File: src/rtl/refclk_gen.sv
// Fractional-N reference clock generator: a phase accumulator whose MSB is the
// output clock, with a loadable, trimmable increment and a rising-edge tick.
module refclk_gen #(
    parameter int unsigned          ACC_WIDTH   = 24,
    parameter logic [ACC_WIDTH-1:0] DEFAULT_INC = 24'd54976
) (
    input  logic                 i_clk,
    input  logic                 i_reset_n,
    input  logic                 i_en,
    input  logic                 i_sync_clr,
    input  logic                 i_inc_load,
    input  logic [ACC_WIDTH-1:0] i_inc,
    input  logic                 i_trim_up,
    input  logic                 i_trim_dn,
    output logic                 o_refclk,
    output logic                 o_tick,
    output logic [ACC_WIDTH-1:0] o_inc
);

    localparam logic [ACC_WIDTH-1:0] INC_ONE = ACC_WIDTH'(1);

    logic [ACC_WIDTH-1:0] r_acc;
    logic [ACC_WIDTH-1:0] r_inc;
    logic                 r_tick;

    logic [ACC_WIDTH-1:0] w_acc_sum;
    logic [ACC_WIDTH-1:0] w_inc_up;
    logic [ACC_WIDTH-1:0] w_inc_dn;
    logic                 w_rise;

    // Carry out of the sum is deliberately dropped: the wrap is the divider.
    assign w_acc_sum = r_acc + r_inc;
    assign w_rise    = ~r_acc[ACC_WIDTH-1] & w_acc_sum[ACC_WIDTH-1];

    // Trim saturates at full scale going up and at 1 going down, never 0.
    assign w_inc_up = (r_inc == '1)     ? r_inc   : r_inc + INC_ONE;
    assign w_inc_dn = (r_inc <= INC_ONE) ? INC_ONE : r_inc - INC_ONE;

    always_ff @(posedge i_clk) begin
        if (!i_reset_n) begin
            r_acc  <= '0;
            r_inc  <= DEFAULT_INC;
            r_tick <= 1'b0;
        end else begin
            if (i_sync_clr) begin
                r_acc  <= '0;
                r_tick <= 1'b0;
            end else if (i_en) begin
                r_acc  <= w_acc_sum;
                r_tick <= w_rise;
            end else begin
                r_tick <= 1'b0;
            end

            if (i_inc_load) begin
                r_inc <= i_inc;
            end else if (i_trim_up && !i_trim_dn) begin
                r_inc <= w_inc_up;
            end else if (i_trim_dn && !i_trim_up) begin
                r_inc <= w_inc_dn;
            end
        end
    end

    assign o_refclk = r_acc[ACC_WIDTH-1];
    assign o_tick   = r_tick;
    assign o_inc    = r_inc;

endmodule

File: config.mk
export PLATFORM = sky130hd
export DESIGN_NAME = refclk_gen
export DESIGN_NICKNAME = d
export VERILOG_FILES = /design/src/rtl/refclk_gen.sv
export SDC_FILE = /design/constraint.sdc
export NUM_CORES = 1
export LEC_CHECK = 0
export CORE_ASPECT_RATIO = 1.1
export CORE_MARGIN = 2
export CORE_UTILIZATION = 50
export DETAILED_ROUTE_END_ITERATION = 10
export MAX_ROUTING_LAYER = met4
export PLACE_DENSITY_LB_ADDON = 0.3
export SLEW_MARGIN = 20
export SYNTH_ARGS = -nofsm -noshare
export SYNTH_HDL_FRONTEND = slang
export SYNTH_SLANG_ARGS = --single-unit
File: constraint.sdc
create_clock -name i_clk -period 2.7 [get_ports i_clk]
set_clock_uncertainty 0.1 [all_clocks]
set_input_delay 0.54 -clock i_clk [delete_from_list [all_inputs] [get_ports i_clk]]
set_output_delay 0.54 -clock i_clk [all_outputs]
set_load 0.02 [all_outputs]
### Word-level counts from Yosys, hierarchy flattened

Index checks and enable logic that the tools add are counted.

* bits in registers: 49
* input bits: 31
* output and inout bits: 26
* logic and storage cells: 26

* add/sub/neg operators: 3
* $lt $le $gt $ge: 1
* eq/ne operators: 2
* mux-type cells: 5
* bitwise gates (word level): 4
* reductions and logical operators: 8

Operators with widths (number)
* 24-bit 2-to-1 mux: 5
* 24-bit by 1-bit adder with 24-bit output, second input constant: 1
* 24-bit adder: 1
* 24-bit equality test, second input constant: 1
* 24-bit by 1-bit <= comparator with 1-bit output, second input constant: 1
* 24-bit by 1-bit subtractor with 24-bit output, second input constant: 1
* 3-bit inequality test, second input constant: 1
* 1-bit NOT: 3
* 3-bit nonzero test: 1
* 3-bit OR reduction: 1
* 1-bit logical AND: 2
* 1-bit zero test: 2
* 2-bit AND reduction: 1
* 2-bit OR reduction: 1
* 1-bit AND: 1

### Longest topological paths before layout

Gate-level depths: netlist of run 1.

* depth after elaboration: 5
* mapped depth: 10

### Worst setup path after synthesis of run 1

No wires, ideal clock.

* kind: flip-flop to flip-flop
* from: register r_inc[0] (netlist: o_inc[0])
* to: register r_acc[20]
* library setup time: 0.134 ns
* arrival time: 2.570 ns
* setup slack: -0.104 ns
* cell stages (with the launch flop): 10
* buffers on the path: 0
* cells stage by stage: dfxtp_1 -> ha_1 -> fa_1 -> a211oi_1 -> o21bai_1 -> a211o_1 -> nand3_1 -> a31oi_1 -> and4b_1 -> or4_1

* cells in the longest elaborated chain, start to end: 1

Ends and longest elaborated chain
* start, declared: line 23 `logic [ACC_WIDTH-1:0] r_inc;`
* start signal, assigned: line 56 `r_inc <= i_inc;`
* start signal, assigned: line 58 `r_inc <= w_inc_up;`
* start signal, assigned: line 60 `r_inc <= w_inc_dn;`
* 24-bit adder: line 32 `assign w_acc_sum = r_acc + r_inc;`
* end signal, assigned: line 49 `r_acc <= w_acc_sum;`
* end, declared: line 22 `logic [ACC_WIDTH-1:0] r_acc;`

Every way passes these cells.
A chain may end at the register's enable or synchronous reset.

### Final worst setup path of run 1

Ends and elaborated chain as after synthesis.

==> results by group, run 1 <==
Status
  – Status: finished clean

STA
  – F_max: a little under 400 MHz
  – Unrepaired setup endpoints after global routing: true
  – Final hold vios: 0
  – Slew headroom: 0.700
  – Part of the cycle the worst path needs: 0.961
  – Final WS setup: 0.106 ns
  – Slew @ Worst Pin: 0.446 ns
  – Final setup viols: 0
  – Final min period: 2.59 ns
  – Pins Over Slew Limit: 0
  – Hold WS: 0.370 ns

Placement
  – HPWL Detailed: roughly 10 mm
  – Port Buffers: 56
  – GP Congestion: slightly above 0.9
  – Place WS: 0.0331 ns

Layout
  – Final core occ: 0.654
  – Most common cell after layout, fill and taps aside: buf_4
  – Most frequent cells in the layout: 59 x buf_4, 56 x clkdlybuf4s50_1, 50 x a21oi_1, 47 x dfxtp_1, 38 x nor2_1
  – Area grow syn2layout: 26.2%
  – Fill cells: between 700 and 800
  – Nets@finish: ~710
  – Fraction of layout cells with a size suffix above 1: 0.142
  – Number of diodes: 0
  – Storage cell area: 986 sq um
  – Footprint of the multi-input gates: ~0.0032 sq mm

Setup path
  – WP data required: 2.79 ns
  – CP arrival: between 2 and 3 ns
  – Critical Path Fanout Max: 3
  – Crit Path Category: reg2reg
  – Setup crit end kind: flip-flop
  – CP Launch Type: flip-flop

Hold path
  – Min-Delay Path Class: reg2reg

Logic synthesis
  – Post-synthesis net count: about 630
  – Xor/xnor cell area share of the yosys netlist: 0.0460
  – Post-synthesis mux area share: 0.0343
  – Ys Warns: 0
  – Simple-gate share of the synthesized area: 0.263
  – Largest family of logic cells by synthesized area: compound AO/OA/AOI/OAI gates
  – Post-synthesis sequential area ratio: 0.224
  – Ys async rst share: 0
  – Cell count after synthesis: 574
  – Mapped Area: 0.00438 sq mm
  – Avg Inst Size Synth: ~7.6 sq um
  – Post-synth EDFFs: 0
  – Yosys reg bits: 49
  – Complex-gate fraction of the synthesized area: 0.302
  – Post-Synth Adder-Cell Area: 0.0789
  – Synth unique cells: 68
  – Ys flop type: dfxtp_1

Routing
  – First DRT Iteration DRCs: between 200 and 300
  – ANT nets after route: 0
  – Drt pass-1 iters: 6
  – Total wire length: around 13 mm
  – DRC Markers: 0
  – Vias: 4842
  – Vias/cell: 6.31
  – WL/cell: roughly 18 microns

Power and ir drop
  – Pwr/cell area: 391 mW/mm^2
  – Switch share: 0.375
  – Net Switching: 809 uW
  – Clock power frac: 0.219
  – Static leakage: 0.00225 uW
  – Logic pwr share: 0.396
  – P_int: approximately 1300 uW
  – Sequential power share: 0.385
  – Power, Total: 2160 uW
  – Max VDD drop: 0.225 mV

Floorplanning
  – Height of the die: slightly above 100 microns
  – Std cell rows: 35
  – Die width: between 90 and 100 microns
  – Core area: approximately 0.0085 sq mm
  – Starting density of the core: 0.518
  – Die area: 0.00952 sq mm
  – Ports: 57

Job
  – Max-cap violations: 0

Clocking
  – Num CTS Buffers: 5
  – CTS tree: done
  – Clock Sinks: 49
  – Clock Tree Buf Depth: 2
  – Clock root buffer: clkbuf_8
  – H-tree levels: 2
  – Worst skew pair latency: 0.31 ns
  – Cts hold-fix bufs: 0
  – Clock transition at path regs: 0.10 ns

Global routing
  – Overall Global Routing Usage: 0.289
  – Vias in the first global route: 4446
  – Global route overflow: 0
  – First-pass GRT wire length: approximately 22 mm
  – Antenna violations before repair: 0
  – Pin count of the biggest net entering global routing: 29
==> power groups by stage <==
stage	Combinational (uW)	Sequential, uW	Clock [uW]
2_1_floorplan	480	875	0
3_3_place_gp	814	845	0
3_5_place_dp	833	846	0
4_1_cts	837	830	487
5_1_grt	927	838	514
6_report	854	831	473
==> critical path, cell delays in order (launching register included) <==
cell and delay [ns]:
dfxtp_2 0.33, ha_1 0.22, fa_2 0.36, a211oi_2 0.18
o21bai_1 0.11, a211o_1 0.32, nand3_2 0.10, a31oi_1 0.09
and4b_1 0.19, or4_1 0.48
==> Yosys cell counts, drive strengths merged, types with 4 or more instances <==
| cell type | instances | share of area |
|---|---|---|
| and4 | 5 | 0.010 |
| buf | 14 | 0.017 |
| nand3 | 32 | 0.037 |
| xor2 | 7 | 0.014 |
| a211oi | 11 | 0.019 |
| nand2 | 36 | 0.033 |
| and3 | 8 | 0.011 |
| o21ai | 46 | 0.053 |
| mux2i | 15 | 0.034 |
| xnor2 | 16 | 0.032 |
| a21oi | 50 | 0.057 |
| a31oi | 7 | 0.011 |
| nand3b | 12 | 0.021 |
| nor2 | 38 | 0.033 |
| o21bai | 7 | 0.012 |
| nand2b | 7 | 0.010 |
| dfxtp | 49 | 0.22 |
| nor2b | 4 | 0.0057 |
| nor3b | 5 | 0.0086 |
| a21o | 13 | 0.022 |
| ha | 26 | 0.074 |
| nor3 | 24 | 0.029 |
| o221ai | 8 | 0.016 |
| o211ai | 12 | 0.021 |
| clkbuf | 30 | 0.026 |
| a211o | 6 | 0.012 |
| nand4 | 13 | 0.021 |
| or4 | 4 | 0.0069 |
| inv | 12 | 0.010 |
| nor4 | 6 | 0.017 |
| a21boi | 4 | 0.0069 |
| a221oi | 7 | 0.017 |
==> final cells by class <==
type / count / share of cell area
clock buffer: 5 / 0.0125
clock inverter: 3 / 0.00453
inverter: 12 / 0.00815
multi-input combinational: 469 / 0.579
sequential: 49 / 0.178
tap: 111 / 0.0251
timing repair buffer: 118 / 0.192
==> state kept, by name (all words and copies together), names as in the netlist <==
signal and flops:
o_inc 24, o_tick 1, r_acc 24
==> layer usage <==
layer	vias to the layer above	part of all wire	GRT usage
li1	2345	-	-
met1	2278	0.43	0.368
met2	201	0.50	0.490
met3	18	0.063	0.0317
met4	0	0.012	0.0747
met5	-	0	-
==> per-stage QoR <==
stage | instances | instance area (sq um) | setup TNS (ns)
finish | 767 | 5530 | 0
global route | 767 | 5530 | -0.0654
CTS | 767 | 5500 | 0
detailed placement | 759 | 5400 | 0
global placement | 759 | 5400 | 0
floorplan | 574 | 4380 | -0.0166
==> kinds of logic (layout without fill, tap and decap cells) <==
logic type | Yosys count | count (layout)
AO/OA/AOI/OAI | 198 | 198
multiplexers | 15 | 15
buffers and inverters | 56 | 138
adder cells (fa/ha/maj) | 27 | 27
flip-flops | 49 | 49
AND/OR/NAND/NOR | 206 | 206
XOR/XNOR | 23 | 23
==> repair_timing <==
action | 4_1_cts | 5_1_grt
endpoints found under the setup margin | 0 | 6
resized for setup | 0 | 7
setup buffers | 0 | 0
==> worst paths after layout <==
path,startpoint,to,slack [ns],depth (start not counted)
worst max-delay path,o_inc[0],r_acc[20],0.11,9
worst min-delay path,r_acc[23],o_tick,0.37,1
worst max register to register,o_inc[0],r_acc[20],0.11,9
worst min register to register,r_acc[23],o_tick,0.37,1
No activity file was read; power rests on OpenSTA's default activity.
==> run 2: changes to the inputs <==
Settings changed: ABC_AREA set to 1, PLACE_DENSITY set to 0.8, PLACE_DENSITY_LB_ADDON 0.3 to unset.
==> results by group, run 2 <==
Hold path
  – Worst min-delay path endpoint: r_acc[0]
  – Min-Delay Path Class: reg2reg
  – Hold_sp: r_acc[0]
  – Hold Path Depth: 2 (+1)

STA
  – F_max: 429 MHz (+11%)
  – Final hold vios: 0 (unchanged)
  – Final min period: 2.33 ns (-0.266 ns)
  – TNS Setup: 0 ns (unchanged)
  – Part of the cycle the worst path needs: 0.863 (-0.0984)
  – Unrepaired setup endpoints after global routing: false
  – Slew headroom: 0.491 (-0.209)
  – Slew @ Worst Pin: 0.763 ns (+0.317 ns)
  – Pins Over Slew Limit: 0 (unchanged)
  – Final setup viols: 0 (unchanged)

Routing
  – Drt pass-1 iters: 5 (-1)
  – Total wire length: 14.2 mm (+5.6%)
  – WL/cell: 14.1 microns (-20%)
  – Vias: 5385 (+11%)
  – DRC Markers: 0 (unchanged)
  – ANT nets after route: 0 (unchanged)
  – Vias/cell: 5.34 (-15%)
  – First DRT Iteration DRCs: 283 (+6.0%)

Logic synthesis
  – Top cells by area, synth: dfxtp_1 20%, nand2_1 16%, nor2_1 9.9%, ha_1 6.5%, nand3_1 6.5%
  – Ys async rst share: 0 (unchanged)
  – Post-synthesis net count: 910 (+44%)
  – Ys flop type: dfxtp_1
  – Post-synth EDFFs: 0 (unchanged)
  – Avg Inst Size Synth: 5.89 sq um (-23%)
  – Ys Warns: 0 (unchanged)
  – Post-synth top area share: 0.196 (-0.0284)
  – Synth unique cells: 40 (-41%)
  – Mapped Area: 0.00501 sq mm (+15%)
  – Count leader, synth: nand2_1
  – Post-synthesis sequential area ratio: 0.196 (-0.0284)
  – Biggest area consumer among synthesized cells: dfxtp_1
  – Yosys reg bits: 49 (unchanged)
  – Commonest cells post-synth: 214 x nand2_1, 132 x nor2_1, 85 x inv_1
  – Cell count after synthesis: 852 (+48%)

Status
  – Status: finished clean

Global routing
  – Vias in the first global route: 5039 (+13%)
  – Antenna violations before repair: 0 (unchanged)
  – Overall Global Routing Usage: 0.278 (-0.0111)
  – Pin count of the biggest net entering global routing: 31 (+6.9%)
  – First-pass GRT wire length: 23.4 mm (+8.6%)
  – Global route overflow: 0 (unchanged)

Clocking
  – Clock root buffer: clkbuf_8
  – Clock transition at path regs: 0.10 ns (about the same)
  – Cts repair resizes: 0 (unchanged)
  – Clock Tree Buf Depth: 2 (unchanged)
  – H-tree levels: 2 (unchanged)
  – CTS tree: done
  – Setup Buffers After CTS: 0 (unchanged)
  – Num CTS Buffers: 5 (unchanged)
  – Clock Sinks: 49 (unchanged)
  – Cts hold-fix bufs: 0 (unchanged)
  – Worst skew pair latency: 0.31 ns (about the same)

Layout
  – Fill cells: 994 (+37%)
  – Nets@finish: 947 (+33%)
  – Footprint of the multi-input gates: 0.00344 sq mm (+7.5%)
  – Most common cell after layout, fill and taps aside: nand2_1
  – Storage cell area: 981 sq um (-0.51%)
  – Area grow syn2layout: 12.7%
  – Fraction of layout cells with a size suffix above 1: 0.0675 (-0.0743)
  – Final std cells w/o fill: 1009 (+32%)
  – Number of diodes: 0 (unchanged)
  – Most frequent cells in the layout: 214 x nand2_1, 132 x nor2_1, 85 x inv_1, 65 x nand3_1, 63 x a21oi_1

Setup path
  – Setup crit end kind: flip-flop
  – Flop2flop setup slack: 0.37 ns (+0.27 ns)
  – Crit path largest cell delay: 0.56 ns (+0.08 ns)
  – CP top delay family: simple AND/OR/NAND/NOR gates
  – Slowest stage cell, crit path: dfxtp_1
  – Crit Path Category: reg2reg
  – R2r endpoint: o_inc[17]
  – Crit Reg-Reg Startpoint: o_inc[1]
  – Critical Path Fanout Max: 30 (+27)
  – Reg2Reg Depth: 10 (+1)
  – CP arrival: 2.43 ns (-0.26 ns)
  – CP Launch Type: flip-flop
  – Worst path bufs/invs: 1 (+1)
  – Cell Chain, Critical Path: ha_1, nand2_2, nor2_4, nand2_2, nor2_4, nand4_2, nand2_4, inv_4, o21ai_1, a21oi_2
  – WP data required: 2.80 ns (about the same)

Floorplanning
  – Ports: 57 (unchanged)
  – Die width: 99.5 microns (+6.7%)
  – Core area: 0.00979 sq mm (+16%)
  – Die area: 0.0108 sq mm (+14%)
  – Height of the die: 109 microns (+6.7%)
  – Starting density of the core: 0.512 (-0.00613)
  – Std cell rows: 38 (+8.6%)

Power and ir drop
  – Static leakage: 0.00264 uW (+17%)
  – Pwr/cell area: 388 mW/mm^2 (-0.71%)
  – Max VDD drop: 0.219 mV (-2.6%)

Placement
  – HPWL Detailed: 11.0 mm (+9.5%)
  – Port Buffers: 56 (unchanged)
  – Placed cell count: 1002 (+32%)
  – GP Congestion: 0.946 (+1.1%)

Job
  – Max-cap violations: 0 (unchanged)
==> run 2: cell types whose count changed after synthesis, sizes merged, moves of 16 or more <==
cell    delta
nor2     +108
nand3     +33
clkbuf    -16
nor3      -19
a21oi     +16
nand2    +186
o21ai     +26
inv       +77
==> run 2: layout make-up <==
type	count	share of cell area
Timing Repair Buffer	69	0.116
Tap cell	120	0.0266
Multi-Input combinational cell	674	0.608
Sequential cell	49	0.174
Inverter	90	0.0602
Clock buffer	7	0.0153
==> run 2: how the worst max path moves through the flow <==
stage                    from        end  slack, ns  depth (start not counted)
floorplan            o_inc[0]  r_acc[12]       0.63                         11
global route         o_inc[1]  o_inc[21]       0.14                         10
CTS                  o_inc[1]  o_inc[17]       0.36                         10
global placement    i_trim_up  o_inc[17]       0.30                          9
finish               o_inc[1]  o_inc[17]       0.37                         10
detailed placement  i_trim_up  o_inc[13]       0.27                          9
==> run 2: stage by stage <==
step	utilization	total power, uW	hold slack (ns)	instance area, sq um	setup WS, ns
6_report	0.577	2190	0.387	5650	0.371
5_1_grt	0.577	2350	0.416	5650	0.143
4_1_cts	0.577	2200	0.388	5650	0.363
3_5_place_dp	0.568	1740	0.375	5570	0.269
3_3_place_gp	0.568	1730	0.354	5570	0.303
2_1_floorplan	-	1490	0.345	5010	0.629
==> run 2: routing by layer <==
metal / up-vias / GRT usage / wire (microns)
li1: 2823 / - / -
met1: 2355 / 0.326 / 5960
met2: 168 / 0.477 / 6950
met3: 39 / 0.0321 / 777
met4: 0 / 0.127 / 492
met5: - / - / 0
==> run 2: power by group <==
part	leakage [uW]	internal [uW]	total [uW]	switching [uW]
sequential	0.000404	775	888	113
clock	0.0000443	204	466	262
combinational	0.00219	341	838	496
==> run 2: cells by family (layout without fill, tap and decap cells) <==
kind of cell	count (synthesis)	in the layout	synth area share
buf+inv	129	166	0.119
compound gates	157	157	0.171
simple gates	460	460	0.393
xor+xnor	30	30	0.0524
fa+ha+maj	27	27	0.0689
flops	49	49	0.196
==> run 2: tightest hold or removal path, stage by stage, from the launching register on <==
cell and delay, ns:
dfxtp_1 0.33, nand2_1 0.07, a21oi_1 0.05
